--- src/rtl/vga_timing_ctrl_if.sv ---
// vga_timing_ctrl_if: matrix hand-off between the transform stage (master)
// and the VGA timing block (slave). Valid/ready handshake, one matrix per beat.
interface vga_timing_ctrl_if #(
    parameter int unsigned MTRX_W = 336
);
    logic [MTRX_W-1:0] mtrx_in;
    logic              mtrx_in_valid;
    logic              mtrx_in_ready;

    modport master (
        output mtrx_in,
        output mtrx_in_valid,
        input  mtrx_in_ready
    );

    modport slave (
        input  mtrx_in,
        input  mtrx_in_valid,
        output mtrx_in_ready
    );
endinterface

--- src/rtl/vga_timing_ctrl.sv ---
// vga_timing_ctrl: 640x480@60 pixel timing, renderer-latency alignment of the
// sync/colour pins, and a frame-synchronous shadow of the transform matrix.
// Optional macro TEST_PATTERN_EN adds a pattern_sel input that replaces the
// renderer pixel with eight 80-pixel colour bars.
module vga_timing_ctrl #(
    parameter int unsigned H_ACTIVE = 640,
    parameter int unsigned H_FP     = 16,
    parameter int unsigned H_SYNC   = 96,
    parameter int unsigned H_BP     = 48,
    parameter int unsigned V_ACTIVE = 480,
    parameter int unsigned V_FP     = 10,
    parameter int unsigned V_SYNC   = 2,
    parameter int unsigned V_BP     = 33,
    parameter int unsigned PIX_LAT  = 1,
    parameter int unsigned MTRX_W   = 336
) (
    input  logic              pclk,
    input  logic              rst,
    vga_timing_ctrl_if.slave  mtrx,
`ifdef TEST_PATTERN_EN
    input  logic              pattern_sel,
`endif
    input  logic [11:0]       vga_data,
    output logic [9:0]        h_cnt,
    output logic [9:0]        v_cnt,
    output logic              VGAvalid,
    output logic              frame_start,
    output logic [MTRX_W-1:0] mtrxOut,
    output logic              hsync,
    output logic              vsync,
    output logic [3:0]        vga_r,
    output logic [3:0]        vga_g,
    output logic [3:0]        vga_b
);

    localparam int unsigned H_TOTAL = H_ACTIVE + H_FP + H_SYNC + H_BP;
    localparam int unsigned V_TOTAL = V_ACTIVE + V_FP + V_SYNC + V_BP;

    localparam logic [9:0] H_LAST   = 10'(H_TOTAL - 1);
    localparam logic [9:0] V_LAST   = 10'(V_TOTAL - 1);
    localparam logic [9:0] H_ACT_C  = 10'(H_ACTIVE);
    localparam logic [9:0] V_ACT_C  = 10'(V_ACTIVE);
    localparam logic [9:0] HS_FIRST = 10'(H_ACTIVE + H_FP);
    localparam logic [9:0] HS_LAST  = 10'(H_ACTIVE + H_FP + H_SYNC - 1);
    localparam logic [9:0] VS_FIRST = 10'(V_ACTIVE + V_FP);
    localparam logic [9:0] VS_LAST  = 10'(V_ACTIVE + V_FP + V_SYNC - 1);

    typedef enum logic {
        EMPTY,
        PENDING
    } mtrx_state_t;

    logic [9:0]         h_nxt;
    logic [9:0]         v_nxt;
    logic               commit;
    logic               hs_raw;
    logic               vs_raw;
    logic [PIX_LAT-1:0] val_dly;
    logic [PIX_LAT-1:0] hs_dly;
    logic [PIX_LAT-1:0] vs_dly;
    logic [11:0]        pix;
    mtrx_state_t        state;
    logic [MTRX_W-1:0]  pend;

    // Next counter position; every registered decode is taken from this.
    always_comb begin
        h_nxt = h_cnt + 10'd1;
        v_nxt = v_cnt;
        if (h_cnt == H_LAST) begin
            h_nxt = '0;
            v_nxt = (v_cnt == V_LAST) ? '0 : v_cnt + 10'd1;
        end
        commit = (h_nxt == '0) && (v_nxt == V_ACT_C);
    end

    // Counters plus decode registered from the next position, so they line up.
    always_ff @(posedge pclk) begin
        if (rst) begin
            h_cnt       <= H_LAST;
            v_cnt       <= V_LAST;
            VGAvalid    <= 1'b0;
            frame_start <= 1'b0;
            hs_raw      <= 1'b1;
            vs_raw      <= 1'b1;
        end else begin
            h_cnt       <= h_nxt;
            v_cnt       <= v_nxt;
            VGAvalid    <= (h_nxt < H_ACT_C) && (v_nxt < V_ACT_C);
            frame_start <= (h_nxt == '0) && (v_nxt == '0);
            hs_raw      <= !((h_nxt >= HS_FIRST) && (h_nxt <= HS_LAST));
            vs_raw      <= !((v_nxt >= VS_FIRST) && (v_nxt <= VS_LAST));
        end
    end

    // Delay raw valid/syncs by the renderer latency.
    always_ff @(posedge pclk) begin
        if (rst) begin
            val_dly <= '0;
            hs_dly  <= '1;
            vs_dly  <= '1;
        end else begin
            val_dly[0] <= VGAvalid;
            hs_dly[0]  <= hs_raw;
            vs_dly[0]  <= vs_raw;
            for (int unsigned i = 1; i < PIX_LAT; i++) begin
                val_dly[i] <= val_dly[i-1];
                hs_dly[i]  <= hs_dly[i-1];
                vs_dly[i]  <= vs_dly[i-1];
            end
        end
    end

`ifdef TEST_PATTERN_EN
    logic [9:0]  h_dly [PIX_LAT];
    logic [9:0]  bar_idx;
    logic [11:0] bar_rgb;

    // Horizontal count delayed in step with val_dly, used to place the bars.
    always_ff @(posedge pclk) begin
        if (rst) begin
            for (int unsigned i = 0; i < PIX_LAT; i++) h_dly[i] <= '0;
        end else begin
            h_dly[0] <= h_cnt;
            for (int unsigned i = 1; i < PIX_LAT; i++) h_dly[i] <= h_dly[i-1];
        end
    end

    // Bar colour from the delayed count, then choose bars or renderer data.
    always_comb begin
        bar_idx = h_dly[PIX_LAT-1] / 10'd80;
        case (bar_idx)
            10'd0:   bar_rgb = 12'hFFF;
            10'd1:   bar_rgb = 12'hFF0;
            10'd2:   bar_rgb = 12'h0FF;
            10'd3:   bar_rgb = 12'h0F0;
            10'd4:   bar_rgb = 12'hF0F;
            10'd5:   bar_rgb = 12'hF00;
            10'd6:   bar_rgb = 12'h00F;
            default: bar_rgb = 12'h000;
        endcase
        pix = pattern_sel ? bar_rgb : vga_data;
    end
`else
    // Pins always carry the renderer pixel.
    always_comb begin
        pix = vga_data;
    end
`endif

    // Pin stage: colour gated by delayed valid, syncs get one matching register.
    always_ff @(posedge pclk) begin
        if (rst) begin
            vga_r <= '0;
            vga_g <= '0;
            vga_b <= '0;
            hsync <= 1'b1;
            vsync <= 1'b1;
        end else begin
            hsync <= hs_dly[PIX_LAT-1];
            vsync <= vs_dly[PIX_LAT-1];
            if (val_dly[PIX_LAT-1]) begin
                {vga_r, vga_g, vga_b} <= pix;
            end else begin
                {vga_r, vga_g, vga_b} <= '0;
            end
        end
    end

    // Matrix shadow: capture while EMPTY, publish only at the start of vblank.
    // A capture landing on the commit edge is only possible from EMPTY, so it
    // naturally waits in PENDING for the following vblank.
    always_ff @(posedge pclk) begin
        if (rst) begin
            state              <= EMPTY;
            pend               <= '0;
            mtrxOut            <= '0;
            mtrx.mtrx_in_ready <= 1'b1;
        end else begin
            case (state)
                EMPTY: begin
                    if (mtrx.mtrx_in_valid) begin
                        pend               <= mtrx.mtrx_in;
                        state              <= PENDING;
                        mtrx.mtrx_in_ready <= 1'b0;
                    end
                end
                PENDING: begin
                    if (commit) begin
                        mtrxOut            <= pend;
                        state              <= EMPTY;
                        mtrx.mtrx_in_ready <= 1'b1;
                    end
                end
                default: begin
                    state              <= EMPTY;
                    mtrx.mtrx_in_ready <= 1'b1;
                end
            endcase
        end
    end

endmodule

--- src/flat_wrapper.sv ---
// flat-port wrapper written by rule: the top's interface ports become plain ports
module vga_timing_ctrl_flat 
#(
    parameter int unsigned H_ACTIVE = 640,
    parameter int unsigned H_FP     = 16,
    parameter int unsigned H_SYNC   = 96,
    parameter int unsigned H_BP     = 48,
    parameter int unsigned V_ACTIVE = 480,
    parameter int unsigned V_FP     = 10,
    parameter int unsigned V_SYNC   = 2,
    parameter int unsigned V_BP     = 33,
    parameter int unsigned PIX_LAT  = 1,
    parameter int unsigned MTRX_W   = 336
)
  (pclk, rst, vga_data, h_cnt, v_cnt, VGAvalid, frame_start, mtrxOut, hsync, vsync, vga_r, vga_g, vga_b, mtrx_mtrx_in, mtrx_mtrx_in_valid, mtrx_mtrx_in_ready);
  vga_timing_ctrl_if #(.MTRX_W(MTRX_W)) mtrx_i ();
  input  logic pclk;
  input  logic rst;
  input  logic [11:0] vga_data;
  output logic [9:0] h_cnt;
  output logic [9:0] v_cnt;
  output logic VGAvalid;
  output logic frame_start;
  output logic [MTRX_W-1:0] mtrxOut;
  output logic hsync;
  output logic vsync;
  output logic [3:0] vga_r;
  output logic [3:0] vga_g;
  output logic [3:0] vga_b;
  input wire logic [$bits(mtrx_i.mtrx_in)-1:0] mtrx_mtrx_in;
  input wire logic [$bits(mtrx_i.mtrx_in_valid)-1:0] mtrx_mtrx_in_valid;
  output wire logic [$bits(mtrx_i.mtrx_in_ready)-1:0] mtrx_mtrx_in_ready;
  assign mtrx_i.mtrx_in = mtrx_mtrx_in;
  assign mtrx_i.mtrx_in_valid = mtrx_mtrx_in_valid;
  assign mtrx_mtrx_in_ready = mtrx_i.mtrx_in_ready;
  vga_timing_ctrl #(.H_ACTIVE(H_ACTIVE), .H_FP(H_FP), .H_SYNC(H_SYNC), .H_BP(H_BP), .V_ACTIVE(V_ACTIVE), .V_FP(V_FP), .V_SYNC(V_SYNC), .V_BP(V_BP), .PIX_LAT(PIX_LAT), .MTRX_W(MTRX_W)) u_core (.pclk(pclk), .rst(rst), .mtrx(mtrx_i), .vga_data(vga_data), .h_cnt(h_cnt), .v_cnt(v_cnt), .VGAvalid(VGAvalid), .frame_start(frame_start), .mtrxOut(mtrxOut), .hsync(hsync), .vsync(vsync), .vga_r(vga_r), .vga_g(vga_g), .vga_b(vga_b));
endmodule
--- config.mk ---
export PLATFORM = sky130hd
export DESIGN_NAME = vga_timing_ctrl_flat
export DESIGN_NICKNAME = d
export VERILOG_FILES = /design/src/rtl/vga_timing_ctrl_if.sv /design/src/rtl/vga_timing_ctrl.sv /design/src/flat_wrapper.sv
export SDC_FILE = /design/constraint.sdc
export NUM_CORES = 1
export LEC_CHECK = 0
export CORE_AREA = 2 2 283 285
export DETAILED_ROUTE_END_ITERATION = 12
export DIE_AREA = 0 0 285 287
export GPL_TIMING_DRIVEN = 0
export MAX_ROUTING_LAYER = met4
export PLACE_DENSITY = 0.72
export SYNTH_ARGS = -nofsm -noshare
export SYNTH_HDL_FRONTEND = slang
export SYNTH_SLANG_ARGS = --single-unit
--- constraint.sdc ---
create_clock -name pclk -period 2.5 [get_ports pclk]
set_input_delay 0.25 -clock pclk [delete_from_list [all_inputs] [get_ports pclk]]
set_output_delay 0.25 -clock pclk [all_outputs]
set_load 0.01 [all_outputs]
### Word-level counts from Yosys, hierarchy flattened

Cells that the tools add are included.

| storage, ports and cells | value |
|---|---|
| register bits | 715 |
| word-level logic and storage cells | 55 |
| input bits | 351 |

| operators by class | value |
|---|---|
| reductions and logical operators | 13 |
| magnitude comparators | 6 |
| add/subtract/negate cells | 2 |
| muxes and demuxes | 9 |
| equality and inequality tests | 5 |
| bitwise logic cells | 2 |

Operators by type and width:

| kind | number |
|---|---|
| 10-bit 2-to-1 mux | 3 |
| 10-bit by 1-bit adder with 10-bit output, second input constant | 2 |
| 10-bit == test, second input constant | 2 |
| 10-bit logical NOT | 2 |
| 10-bit by 9-bit == test with 1-bit output, second input constant | 1 |
| 10-bit >= comparator, second input constant | 1 |
| 10-bit by 9-bit >= comparator with 1-bit output, second input constant | 1 |
| 10-bit less-or-equal comparator, second input constant | 1 |
| 10-bit by 9-bit less-or-equal comparator with 1-bit output, second input constant | 1 |
| 10-bit < comparator, second input constant | 1 |
| 10-bit by 9-bit < comparator with 1-bit output, second input constant | 1 |
| 2-bit AND reduction | 3 |
| 1-bit logical AND | 5 |
| 1-bit 2-to-1 mux | 4 |
| 1-bit one-hot mux with 2 select lines | 2 |
| 1-bit logical NOT | 2 |
| 2-bit by 1-bit inequality test with 1-bit output, second input constant | 1 |
| 2-bit inequality test, second input constant | 1 |
| 1-bit NOT | 2 |
| 2-bit OR reduction | 1 |

### Depth between registers and ports, before layout

Gate-level depths: netlist of the first run.

| logic depth | value |
|---|---|
| word-level depth | 7 |
| depth in mapped cells | 13 |
| depth with buffers taken out | 9 |

### Least setup slack after synthesis of the first run

OpenSTA, ideal clock, no wires.

| path | value |
|---|---|
| path kind | flip-flop to flip-flop |
| from | register u_core.h_cnt[1] |
| to | register u_core.mtrxOut[100] |
| library setup time | 71 ps |
| arrival time | 2633 ps |
| path buffers | 5 |
| data required time | 2429 ps |
| stages on the path, launching flop included | 14 |
| path slack | -204 ps |
| clock period less this slack | 2704 ps |
| path through | dfxtp_1 > ha_1 > buf_4 > and3_1 > buf_4 > nand3_2 > or4_4 > a21oi_2 > and4_1 > buf_6 > buf_12 > buf_8 > nand2_2 > a21oi_2 |

| on the way | value |
|---|---|
| word-level cells in the longest chain between the ends | 5 |

RTL lines:

| element | RTL line | RTL |
|---|---|---|
| start, declared | vga_timing_ctrl.sv:24 | `output logic [9:0] h_cnt,` |
| start signal, assigned | vga_timing_ctrl.sv:86 | `h_cnt <= h_nxt;` |
| 10-bit by 1-bit adder with 10-bit output / 10-bit == test (equally long branches) | vga_timing_ctrl.sv:67, vga_timing_ctrl.sv:69 |  |
| 10-bit 2-to-1 mux | vga_timing_ctrl.sv:69 | `if (h_cnt == H_LAST) begin` |
| 10-bit logical NOT / 10-bit by 9-bit == test with 1-bit output (equally long branches) | vga_timing_ctrl.sv:73 | `commit = (h_nxt == '0) && (v_nxt == V_ACT_C);` |
| 1-bit logical AND * | vga_timing_ctrl.sv:73 |  |
| 2-bit AND reduction (no line) * | -- |  |
| end signal, assigned | vga_timing_ctrl.sv:189 | `mtrxOut <= pend;` |
| end, declared | vga_timing_ctrl.sv:28 | `output logic [MTRX_W-1:0] mtrxOut,` |

Every way passes the cells marked *; elsewhere a longest branch is shown, timed or not.
A chain may end at the register's enable or synchronous reset.

### Worst setup path in the final report of the first run

| path | value |
|---|---|
| from | register u_core.h_cnt[0] |
| to | register u_core.mtrxOut[114] |

The elaborated chain is that of the path after synthesis.

==> metrics, run 1 <==
status=complete, but fails checks; failing checks=negative setup slack; R2R Path End=u_core.mtrxOut[114]; clock buffer depth=3; Hold Fails Final Rpt=0; dpl hpwl=70,500 µm; Setup Skew=around 0.045 ns; Mapped Cells=between 3,000 and 4,000; DRT antenna net count=0; Initial DRC Count=roughly 1,500; GP Congestion=0.914; Crit Reg-Reg Startpoint=u_core.h_cnt[0]; crit path from=u_core.h_cnt[0]; vias in the first global route=23,482; Post-synth EDFFs=0; CP Class=flop to flop; WHS Endpoint=u_core.pend[190]; Primary FF master, synth=dfxtp_1; Clock Tree Root=clkbuf_16; crit end category=flop; Initial Utilization=34.4%; Vias/cell=slightly below 5; Yosys warning count=0; post-synthesis sequential element count=715; fraction of layout cells with a size suffix above 1=a little under a quarter; r2r setup slk=-0.23 ns; via count=between 20,000 and 25,000; Final Max Tran Viols=0; I/O Pins=around 720; Worst-Margin Slew=1.16 ns; die outline area=slightly above 80,000 µm²; Seq/Total Area, Yosys=52.9%; Reg clk slew, reported paths=around 0.06 ns; RSZ-0062 raised after global routing=true; Clock Sink Count=~720; core footprint=78,600 µm²; Area Overhead vs Synth=52.2%; CP Data Arrival Time=about 3.3 ns; worst reg2reg path depth=15; Worst EP required=just over 3 ns; Max-cap violations=0; initial antenna violation count=12; average size of a mapped cell=8.58 µm²; largest net degree at the start of global routing=14; DRT Wirelength=between 100,000 and 150,000 µm; CTS Buf Count=78; Min-Delay Path Depth=3; GRT Util Overall=a little under a quarter; gr ovfl total=0; final setup fails=roughly 340; unique cell type count in the Yosys netlist=58; crit start category=flop; critical path peak fanout=7; maximum clock frequency=about 370 MHz; die width=between 200 and 300 µm; CTS H-Tree Depth=3; Port Buffer Count=between 700 and 800; clk_lat worst skew=between 0.6 and 0.7 ns; worst relative slew slack=23.0%; CTS tree=done; Hold WC Path Type=input pin to flop; ys async rst share=0%; Rows=just over 100; period utilization=109%; worst slack, placed=-1.31 ns; Worst VDD drop=slightly above 600 µV; Avg WL per Cell=roughly 19 µm; setup_tns=-50.31 ns; hold path start=mtrx_mtrx_in[190]; hold_ws=roughly 0.16 ns; first-pass GRT wire length=~140,000 µm; final layout net count=~4,400; Post-CTS Hold Fix Bufs=0; Power Dens Cells=around 670 nW/µm²; Synthesized Nets=between 3,000 and 4,000; Final Worst Setup Slack=-0.235 ns; Lkg Pwr=between 15 and 20 nW; first-pass iteration count of the detailed router=5; mapped cell area=about 27,000 µm²; Chip Height=about 290 µm; # DRC=0; crit path time final=around 2.7 ns; Layout fillers=approximately 7,200
==> stage by stage <==
step / std cells / cell area [µm²] / total power, mW / utilization [%]
2_1_floorplan: 3155 / 27100 / 14.0 / -
3_3_place_gp: 4927 / 35600 / 15.4 / 45.3
3_5_place_dp: 4927 / 35600 / 15.4 / 45.3
4_1_cts: 5102 / 39600 / 27.4 / 50.3
5_1_grt: 5159 / 41200 / 28.5 / 52.4
6_report: 5159 / 41200 / 27.5 / 52.4
==> power by group <==
| group | leakage, nW | switching, mW | internal (mW) |
|---|---|---|---|
| sequential | 5.81 | 0.353 | 11.8 |
| combinational | 8.23 | 1.95 | 1.74 |
| clock | 1.27 | 4.93 | 6.73 |
==> cell usage in the layout, fill, tap and decap left out, types with 6 or more instances in the layout <==
cell,synthesis,final
a21oi_1,380,379
a21oi_2,301,301
and2_1,14,14
buf_12,31,44
buf_16,0,9
buf_4,8,44
buf_6,2,25
buf_8,2,13
clkbuf_1,175,162
clkbuf_16,0,108
clkbuf_8,0,20
clkdlybuf4s50_1,0,722
clkinv_2,0,11
dfxtp_1,715,704
dfxtp_2,0,6
diode_2,0,12
nand2_1,1144,1022
nand2_2,211,215
nand2_4,0,118
nand2b_1,9,9
nand3_1,9,7
nand4_1,8,8
nor2_1,20,19
o21ai_0,8,7
xnor2_1,7,7
==> per-layer routing <==
layer  track usage [%]  wire (µm)
met2              39.7      50100
met3              5.43       7010
met1              27.0      40000
met4              7.77       3130
met5                 -          0
==> registers in the layout (all words and copies together), names as in the netlist, 4 cells and up <==
name	flops
u_core.vga_r	4
u_core.mtrxOut	336
u_core.h_cnt	10
u_core.vga_b	4
u_core.v_cnt	10
u_core.pend	336
u_core.vga_g	4
==> layout make-up <==
cell class / count / area (µm²) / share of cell area, %
repair buffers: 813 / 8680 / 21.1
inverters: 4 / 15.0 / 0.0364
clock inverters: 26 / 343 / 0.832
clock buffers: 110 / 2240 / 5.44
diodes: 12 / 30.0 / 0.0729
flip-flops and latches: 715 / 14300 / 34.8
well taps: 1050 / 1310 / 3.19
plain buffers: 235 / 1880 / 4.56
multi-input cells: 2194 / 12400 / 30.0
==> critical path: stages, from the launching register on <==
cell,delay [ns]
dfxtp_4,0.35
ha_4,0.18
buf_4,0.13
buf_4,0.12
buf_4,0.13
nor3_2,0.16
a31oi_1,0.07
nor2b_2,0.21
and4_1,0.23
and4_4,0.32
buf_8,0.15
buf_12,0.16
buf_12,0.13
buf_12,0.13
nand2_4,0.05
a21oi_2,0.12
==> synthesized netlist by cell type (5+ instances only) <==
cell         n  area, µm²
nor3_1       7       35.0
nand2_2    211       1320
nand4_1      8       50.1
buf_2       18       90.1
nand2_1   1144       4290
buf_1        6       22.5
nor2_1      20       75.1
buf_12      31        621
nand2b_1     9       56.3
dfxtp_1    715      14300
xnor2_1      7       61.3
o21ai_0      8       40.0
and2_1      14       87.6
ha_1         5       62.6
buf_4        8       60.1
clkbuf_1   175        657
a21oi_2    301       2640
a21oi_1    380       1900
nor4_1       8       50.1
nand3_1      9       45.0
==> worst max-delay path by stage <==
| stage | to | depth (start not counted) | slack, ns |
|---|---|---|---|
| 2_1_floorplan | u_core.mtrxOut[100] | 13 | 0.003 |
| 3_3_place_gp | u_core.mtrxOut[101] | 11 | -1.28 |
| 3_5_place_dp | u_core.mtrxOut[97] | 11 | -1.31 |
| 4_1_cts | u_core.mtrxOut[17] | 14 | -0.26 |
| 5_1_grt | u_core.mtrxOut[183] | 13 | -0.31 |
| 6_report | u_core.mtrxOut[114] | 15 | -0.23 |
==> cells by family (layout without fill, tap and decap cells) <==
kind of cell / Yosys count / count (layout) / synth area share (%)
simple gates: 1463 / 1463 / 23.2
xor+xnor: 9 / 9 / 0.291
buf+inv: 246 / 1188 / 5.61
mux: 1 / 1 / 0.0370
other cells: 0 / 12 / 0
fa+ha+maj: 5 / 5 / 0.231
flops: 715 / 715 / 52.9
compound gates: 716 / 716 / 17.8
==> repair_timing <==
action | 4_1_cts | 5_1_grt
setup endpoints to repair | 438 | 415
resized for setup | 209 | 268
hold endpoints to repair | 0 | 0
buffers inserted | 31 | 26
cloned | 10 | 28
pin swaps | 98 | 156
(Power assumes the default switching activity.)
==> run 2, diff against run 1 <==
SETUP_SLACK_MARGIN = 0.02   (was not set)
==> run 2 against run 1 <==
Net effect: the run still ends with negative setup slack left; non-clock buffer count fell by 18; first-iteration DRC count fell by 18%; setup slack got worse by 0.0086 ns; worst hold slack improved by 0.0052 ns; combinational power barely moved; fmax fell by 0.31%; sequential cell count did not move; routed wire length rose by 0.32%; largest power group unchanged; highest routed layer unchanged.
==> metrics, run 2 (synthesis results as in run 1) <==
worst relative slew slack=15.6%; Crit Reg-Reg Startpoint=u_core.h_cnt[4]; clk_lat worst skew=between 0.6 and 0.7 ns; I/O Pins=724; # DRC=0; Chip Height=between 200 and 300 µm; GP Congestion=about 0.90; setup_tns=-52.05 ns; DRT Wirelength=~100,000 µm; first-pass GRT wire length=around 140,000 µm; crit path from=u_core.h_cnt[4]; Worst-Margin Slew=around 1.3 ns; most common cell after layout, fill and taps aside=nand2_1; Final Worst Setup Slack=-0.243 ns; hold_ws=approximately 0.17 ns; initial antenna violation count=16; Clock Tree Root=clkbuf_16; Setup Skew=approximately 0.04 ns; Lkg Pwr=between 10 and 15 nW; CTS H-Tree Depth=3; RSZ-0062 raised after global routing=true; die width=about 290 µm; Reg clk slew, reported paths=about 0.060 ns; worst slack, placed=-1.12 ns; fraction of layout cells with a size suffix above 1=23.4%; Hold Fails Final Rpt=0; Vias/cell=between 4 and 5; vias in the first global route=23,730; Largest regs=u_core.mtrxOut (336), u_core.pend (336); Post-CTS Hold Fix Bufs=0; first-pass iteration count of the detailed router=5; status=complete, but fails checks; final setup fails=between 300 and 400; Worst EP required=3.01 ns; Hold WC Path Type=input pin to flop; critical path peak fanout=8; crit start category=flop; CP Class=flop to flop; Initial Utilization=between 30% and 40%; Rows=103; Port Buffer Count=roughly 720; Final Max Tran Viols=0; CP Data Arrival Time=about 3.3 ns; Area Overhead vs Synth=50.4%; hold path start=mtrx_mtrx_in[127]; most frequent cells in the layout=nand2_1 (1,039), clkdlybuf4s50_1 (722), dfxtp_1 (703); Clock Sink Count=around 720; Initial DRC Count=~1,200; dpl hpwl=slightly above 70,000 µm; gr ovfl total=0; crit end category=flop; DRT antenna net count=0; final layout net count=approximately 4,400; clock buffer depth=3; CTS tree=done; Avg WL per Cell=about 20 µm; Layout fillers=slightly above 7,000; die outline area=just over 80,000 µm²; maximum clock frequency=365 MHz; GRT Util Overall=roughly a quarter; Power Dens Cells=slightly below 700 nW/µm²; core footprint=78,600 µm²; crit path time final=around 2.7 ns; Worst VDD drop=around 450 µV; CTS Buf Count=between 70 and 80; failing checks=negative setup slack; largest net degree at the start of global routing=14; period utilization=110%; Max-cap violations=0; via count=24,614
[run 2: worst max-delay path, stage by stage (launching register included)]
cell and delay (ns):
dfxtp_2 0.34, buf_6 0.11, nand4b_1 0.12, buf_4 0.19, nor3_4 0.25, buf_6 0.16, buf_6 0.09, a41o_1 0.12
o2111a_1 0.21, and4_4 0.22, buf_12 0.13, buf_4 0.14, buf_16 0.18, clkbuf_16 0.18, nand2_2 0.05, a21oi_2 0.12
[run 2: layout make-up]
class	count	area [µm²]	share of cell area, %
sequential	715	14300	35.3
multi-input combinational	2194	12100	29.8
timing repair buffer	793	8320	20.5
clock buffer	109	2290	5.63
buffer	237	1850	4.53
tap	1050	1310	3.23
clock inverter	31	399	0.981
antenna	18	45.0	0.111
inverter	4	15.0	0.0369
[run 2: path summary, 6_finish.rpt]
kind	endpoint	slack, ns	depth (start not counted)
max	u_core.mtrxOut[33]	-0.24	15
min	u_core.pend[127]	0.17	3
max reg2reg	u_core.mtrxOut[33]	-0.24	15
min reg2reg	u_core.hs_dly	0.41	1
[run 2: per-stage QoR]
step	total power, mW	area, µm²	util [%]	std cells
global route	28.9	40700	51.8	5149
detailed placement	15.4	35700	45.4	4927
CTS	27.8	39600	50.4	5111
floorplan	14.0	27100	-	3155
global placement	15.4	35700	45.4	4927
finish	27.9	40700	51.8	5151
[run 2: power breakdown]
group	internal, mW	switching, mW	total [mW]
registers	11.8	0.346	12.2
logic	1.76	1.95	3.71
clock network	7.16	4.84	12.0
total	20.7	7.14	27.9
[run 2: layer usage]
| metal | up-vias | GRT usage, % | routed length [µm] |
|---|---|---|---|
| met2 | 803 | 39.9 | 49200 |
| met3 | 207 | 5.65 | 6980 |
| met5 | - | - | 0 |
| met1 | 11598 | 27.0 | 40400 |
| li1 | 12006 | - | - |
| met4 | 0 | 9.49 | 4030 |
[run 2: timing repair]
item / 4_1_cts / 5_1_grt
pin swaps: 73 / 69
buffers inserted: 40 / 8
endpoints found under the setup margin: 476 / 404
gates resized for setup: 193 / 177
gates cloned: 7 / 18
